--- src/rtl/crbar_pkg.sv ---
// Shared types and constants for the crbar_n crossbar.
package crbar_pkg;

    // Reconfiguration state: route normally, wait for empty outputs, commit new routing.
    typedef enum logic [1:0] {
        RUN   = 2'd0,
        DRAIN = 2'd1,
        APPLY = 2'd2
    } crbar_state_e;

    // Width of each per-output accepted-beat counter.
    localparam int unsigned STAT_W = 16;

    // Ceiling log2, used to size the per-output source select.
    function automatic int unsigned clog2(input int unsigned value);
        int unsigned res;
        res = 0;
        for (int unsigned k = 0; k < 32; k++) begin
            if ((64'd1 << k) < 64'(value)) begin
                res = k + 1;
            end
        end
        return res;
    endfunction

endpackage

--- src/rtl/crbar_out_reg.sv ---
// One crossbar output slot: a single-entry register with valid/ready hold
// and an optional accepted-beat counter (enabled by the CRBAR_STATS_EN macro).
module crbar_out_reg
    import crbar_pkg::*;
#(
    parameter int unsigned N = 32
) (
    input  logic              clk,
    input  logic              rst,
    input  logic              load,
    input  logic [N-1:0]      load_data,
    input  logic              out_ready,
    output logic              out_valid,
    output logic [N-1:0]      out_data,
    output logic              can_acc,
    output logic [STAT_W-1:0] stat_cnt
);

    logic         valid_q, valid_d;
    logic [N-1:0] data_q, data_d;

    // Slot is free if empty or its word retires this cycle.
    assign can_acc   = !valid_q || out_ready;
    assign out_valid = valid_q;
    assign out_data  = data_q;

    // Next state: load wins over retire so a retire plus load keeps the slot full.
    always_comb begin
        valid_d = valid_q;
        data_d  = data_q;
        if (load) begin
            valid_d = 1'b1;
            data_d  = load_data;
        end else if (valid_q && out_ready) begin
            valid_d = 1'b0;
        end
    end

    // Output register with synchronous reset.
    always_ff @(posedge clk) begin
        if (rst) begin
            valid_q <= 1'b0;
            data_q  <= '0;
        end else begin
            valid_q <= valid_d;
            data_q  <= data_d;
        end
    end

`ifdef CRBAR_STATS_EN
    logic [STAT_W-1:0] cnt_q, cnt_d;

    // Count every retired beat; wraps naturally at the counter width.
    always_comb begin
        cnt_d = cnt_q;
        if (valid_q && out_ready) begin
            cnt_d = cnt_q + STAT_W'(1);
        end
    end

    // Counter register, cleared only by reset.
    always_ff @(posedge clk) begin
        if (rst) begin
            cnt_q <= '0;
        end else begin
            cnt_q <= cnt_d;
        end
    end

    assign stat_cnt = cnt_q;
`else
    assign stat_cnt = '0;
`endif

endmodule

--- src/rtl/crbar_n.sv ---
// Registered CH x CH crossbar with valid/ready flow control, broadcast,
// per-output enables and drain-then-apply reconfiguration.
// Optional per-output beat counters are built when CRBAR_STATS_EN is defined.
module crbar_n
    import crbar_pkg::*;
#(
    parameter int unsigned Q  = 15,
    parameter int unsigned N  = 32,
    parameter int unsigned CH = 4,
    localparam int unsigned SW = clog2(CH)
) (
    input  logic                 clk,
    input  logic                 rst,
    input  logic [CH*N-1:0]      in_data,
    input  logic [CH-1:0]        in_valid,
    output logic [CH-1:0]        in_ready,
    output logic [CH*N-1:0]      out_data,
    output logic [CH-1:0]        out_valid,
    input  logic [CH-1:0]        out_ready,
    input  logic [CH*SW-1:0]     cfg_sel,
    input  logic [CH-1:0]        cfg_en,
    input  logic                 cfg_we,
    output logic                 cfg_busy,
    output logic [CH*STAT_W-1:0] stat_cnt
);

    if (CH < 2 || (CH & (CH - 1)) != 0) begin : g_bad_ch
        $error("crbar_n: CH must be a power of two and at least 2");
    end
    if (Q >= N) begin : g_bad_q
        $error("crbar_n: Q must be smaller than N");
    end

    crbar_state_e           state_q, state_d;
    logic [CH-1:0][SW-1:0]  sel_q, sel_d;
    logic [CH-1:0][SW-1:0]  pend_sel_q, pend_sel_d;
    logic [CH-1:0]          en_q, en_d;
    logic [CH-1:0]          pend_en_q, pend_en_d;
    logic                   busy_q, busy_d;

    logic [N-1:0]           in_word [CH];
    logic [N-1:0]           src_word [CH];
    logic [CH-1:0]          can_acc;
    logic [CH-1:0]          load;
    logic [CH-1:0]          grp_hit, grp_ok;

    for (genvar i = 0; i < CH; i++) begin : g_in_word
        assign in_word[i] = in_data[i*N +: N];
    end

    // Broadcast-group ready: an input is ready only if every enabled output
    // routed from it can accept, so a group loads all-or-none.
    always_comb begin
        grp_hit = '0;
        grp_ok  = '1;
        for (int i = 0; i < CH; i++) begin
            for (int o = 0; o < CH; o++) begin
                if (en_q[o] && sel_q[o] == SW'(i)) begin
                    grp_hit[i] = 1'b1;
                    if (!can_acc[o]) begin
                        grp_ok[i] = 1'b0;
                    end
                end
            end
        end
        in_ready = (state_q == RUN) ? (grp_hit & grp_ok) : '0;
    end

    // Source mux and per-output load strobes.
    always_comb begin
        for (int o = 0; o < CH; o++) begin
            src_word[o] = in_word[sel_q[o]];
            load[o]     = en_q[o] && in_valid[sel_q[o]] && in_ready[sel_q[o]];
        end
    end

    for (genvar o = 0; o < CH; o++) begin : g_out
        crbar_out_reg #(
            .N(N)
        ) u_out_reg (
            .clk       (clk),
            .rst       (rst),
            .load      (load[o]),
            .load_data (src_word[o]),
            .out_ready (out_ready[o]),
            .out_valid (out_valid[o]),
            .out_data  (out_data[o*N +: N]),
            .can_acc   (can_acc[o]),
            .stat_cnt  (stat_cnt[o*STAT_W +: STAT_W])
        );
    end

    // Reconfiguration FSM next state: first write wins, routing only changes once outputs are empty.
    always_comb begin
        state_d    = state_q;
        sel_d      = sel_q;
        en_d       = en_q;
        pend_sel_d = pend_sel_q;
        pend_en_d  = pend_en_q;
        case (state_q)
            RUN: begin
                if (cfg_we) begin
                    for (int o = 0; o < CH; o++) begin
                        pend_sel_d[o] = cfg_sel[o*SW +: SW];
                    end
                    pend_en_d = cfg_en;
                    state_d   = DRAIN;
                end
            end
            DRAIN: begin
                if (out_valid == '0) begin
                    state_d = APPLY;
                end
            end
            APPLY: begin
                sel_d   = pend_sel_q;
                en_d    = pend_en_q;
                state_d = RUN;
            end
            default: state_d = RUN;
        endcase
        busy_d = (state_d != RUN);
    end

    // FSM, routing and registered busy flag.
    always_ff @(posedge clk) begin
        if (rst) begin
            state_q    <= RUN;
            en_q       <= '1;
            pend_sel_q <= '0;
            pend_en_q  <= '0;
            busy_q     <= 1'b0;
            for (int o = 0; o < CH; o++) begin
                sel_q[o] <= SW'(o);
            end
        end else begin
            state_q    <= state_d;
            sel_q      <= sel_d;
            en_q       <= en_d;
            pend_sel_q <= pend_sel_d;
            pend_en_q  <= pend_en_d;
            busy_q     <= busy_d;
        end
    end

    assign cfg_busy = busy_q;

endmodule
--- config.mk ---
export PLATFORM = sky130hd
export DESIGN_NAME = crbar_n
export DESIGN_NICKNAME = d
export VERILOG_FILES = /design/src/rtl/crbar_pkg.sv /design/src/rtl/crbar_out_reg.sv /design/src/rtl/crbar_n.sv
export SDC_FILE = /design/constraint.sdc
export NUM_CORES = 1
export LEC_CHECK = 0
export CAP_MARGIN = 5
export CORE_AREA = 3 3 144 146
export CTS_BUF_LIST = sky130_fd_sc_hd__clkbuf_8
export DETAILED_ROUTE_END_ITERATION = 8
export DIE_AREA = 0 0 147 149
export PLACE_DENSITY = 0.95
export SETUP_SLACK_MARGIN = 0.4
export SYNTH_ARGS = -nofsm -noshare
export SYNTH_HDL_FRONTEND = slang
export SYNTH_HIERARCHICAL = 1
export SYNTH_SLANG_ARGS = --single-unit
--- constraint.sdc ---
create_clock -name clk -period 6.2 [get_ports clk]
set_input_delay 1.24 -clock clk [delete_from_list [all_inputs] [get_ports clk]]
set_output_delay 1.24 -clock clk [all_outputs]
set_load 0.02 [all_outputs]
==> results.tsv <==
metric	value	unit
holdPathStages	2	
period_minus_slack	4.70	ns
tightestPinTransition	1.20	ns
fmax	213	MHz
routabilityCongestion	0.874	
dpl.cell_count	1342	
core	19500	sq um
critPathKind	in -> out	
hp-start	pend_sel_q[1]	
cp-start-kind	input pin	
ys_ff_latch	159	
path_common_cell	clkdlybuf4s50_1	
clkTransAtPathRegs	0.09	ns
pin_count	352	
finalHoldViolations	0	
synth_top_family_by_area	multiplexers	
fin_setup_tns	0	ns
grt_max_degree	84	
critPathMaxStageDelay	0.62	ns
cts_hold_buffers	0	
final_common_cell	clkdlybuf4s50_1	
worst-path-max-fanout	5	
drt_wl_total	30500	microns
route.detailed.drc	0	
timing.rr.end	g_out[1].u_out_reg/out_data[15]	
syn-instance-count	859	
total_power	3.30	mW
rr_startpoint	sel_q[6]	
hpwl	21600	microns
cts_tree	done	
n_fill_cell	1444	
setup_slack	1.50	ns
final_core_util	0.659	
timing.final.crit_share	0.758	
powerDensity	256	nW/um^2
final_cell_mix	286 x clkdlybuf4s50_1, 151 x dfxtp_1, 140 x nor2_1	
r2r_cells	9	
cts.htree.levels	4	
cts_made_buffers	17	
worstPathCellList	clkdlybuf4s50_1, nand2b_1, and4bb_1, nor4b_4, o41ai_1, a21oi_1, clkdlybuf4s50_1	
first_global_vias	8081	
cts_root_buf	clkbuf_8	
grt-ovfl-total	0	
insertion_delay	0.44	ns
drv_slew	0	
required	4.96	ns
start_util	0.508	
syn2layout_area_growth	29.7	%
synth_compound_area_frac	0.0281	
drv_cap	0	
status	finished, final reports clean	
layout.nets	1247	
worst_setup_path_end_kind	output port	
dieWidth	147	microns
synth_xor_area_frac	0	
post_cts_buffers	0	
worst_ir_drop_vdd	178	uV
cellLeakagePower	4.82	nW
clock-skew-final	0.0148	ns
drt-pass1-iter-count	7	
synthAdderAreaFrac	0	
diodes	0	
synthMuxAreaShare	0.422	
yosys.area_share.simple	0.119	
async_flop_share	0	
num_vias	7991	
fin_cells	1373	
ys_seq_area_frac	0.321	
synthesis.area	9930	sq um
die_y	149	microns
avgSynthCellArea	11.6	sq um
ctsLongestPathBuffers	2	
cts_resized	0	
critPathSlowestCell	clkdlybuf4s50_1	
yosys_warnings	6	
drive_above_1_share	0.175	
avgRoutedWirePerCell	22.2	microns
rsz0062_at_grt	false	
synth_edf_count	0	
num_rows	51	
hp-class	reg -> reg	
relSlewSlack	0.199	
grt_pass1_wl	46600	microns
grtUsageTotal	0.273	
r2r_setup_slack	2.20	ns
final_antenna_net_count	0	
pre_cts_slack	1.52	ns
die-area	21900	sq um
avgViaCountPerCell	5.82	
drtIter0Drc	675	
min_to	sel_q[1]	
setup_violations	0	
synthDistinctLibCells	56	
synth_top_flop_cell	dfxtp_1	
port-buffer-count	287	
antenna_found_initial	0	
arrival	3.46	ns
cts.sink_count	159	
report_power, final:
group          total [mW]  internal, mW  switching [mW]
Clock               0.862         0.451           0.411
Sequential           1.24          1.15          0.0975
Combinational        1.20         0.594           0.601
how the worst max path moves through the flow:
| stage | endpoint | from |
|---|---|---|
| after floorplan | in_ready[2] | out_ready[0] |
| after global placement | in_ready[2] | out_ready[0] |
| after detailed placement | in_ready[2] | out_ready[0] |
| after CTS | in_ready[2] | out_ready[0] |
| after global routing | in_ready[0] | sel_q[6] |
| final | in_ready[2] | out_ready[0] |
critical path, delay by kind of cell:
family	cells	cell delay [ns]
buffers and inverters	2	1.08
AO/OA/AOI/OAI	2	0.27
AND/OR/NAND/NOR	3	0.86
through the flow:
stage	hold slack [ns]	cell area (sq um)
global route	0.478	12900
detailed placement	0.435	12400
finish	0.452	12900
global placement	0.432	12400
floorplan	0.432	10200
CTS	0.448	12900
final cells by class:
class,count,area (sq um),area share
Clock inverter,13,188,0.0146
Tap cell,265,332,0.0258
Clock buffer,18,248,0.0192
Timing Repair Buffer,299,2970,0.231
Inverter,8,30.0,0.00233
Sequential cell,159,3190,0.248
Multi-Input combinational cell,611,5910,0.459
cell usage after synthesis (all sizes together), types with 2 or more instances:
cell type	instances	area share
a21oi	22	0.011
a211o	3	0.0026
buf	120	0.098
nor2	141	0.054
nand2	49	0.019
or4b	2	0.0024
o21ai	2	0.0010
a32oi	2	0.0018
inv	8	0.0030
conb	4	0.0015
nor4bb	2	0.0020
mux4	128	0.29
o31ai	2	0.0015
or4	2	0.0015
nor2b	5	0.0032
and3	2	0.0013
dfxtp	159	0.32
mux2i	129	0.13
nand3	7	0.0040
clkbuf	21	0.0079
nand4b	3	0.0026
nand3b	10	0.0076
nor4b	2	0.0033
nand2b	5	0.0032
and4bb	2	0.0025
nor3b	6	0.0055
nor4	4	0.0047
o22ai	2	0.0013
metal layers:
metal	up-vias	track usage	routed length (microns)
li1	3522	-	-
met1	3889	0.344	11300
met2	531	0.475	15500
met3	49	0.0571	3080
met4	0	0.0867	573
met5	-	0	0
cells by family (layout without fill, tap and decap cells):
logic type | after synthesis | in the layout
muxes | 258 | 258
other | 4 | 64
AOI/OAI and AO/OA | 43 | 43
DFF | 159 | 159
buffers and inverters | 149 | 338
and+or+nand+nor | 246 | 246
flip-flops by register name, indices dropped and copies added, names as in the netlist:
| signal | count |
|---|---|
| pend_en_q | 4 |
| g_out.u_out_reg/out_valid | 4 |
| pend_sel_q | 8 |
| en_q | 4 |
| sel_q | 8 |
| state_q | 2 |
| g_out.u_out_reg/out_data | 128 |
| cfg_busy | 1 |
No activity file was read; power rests on OpenSTA's default activity.
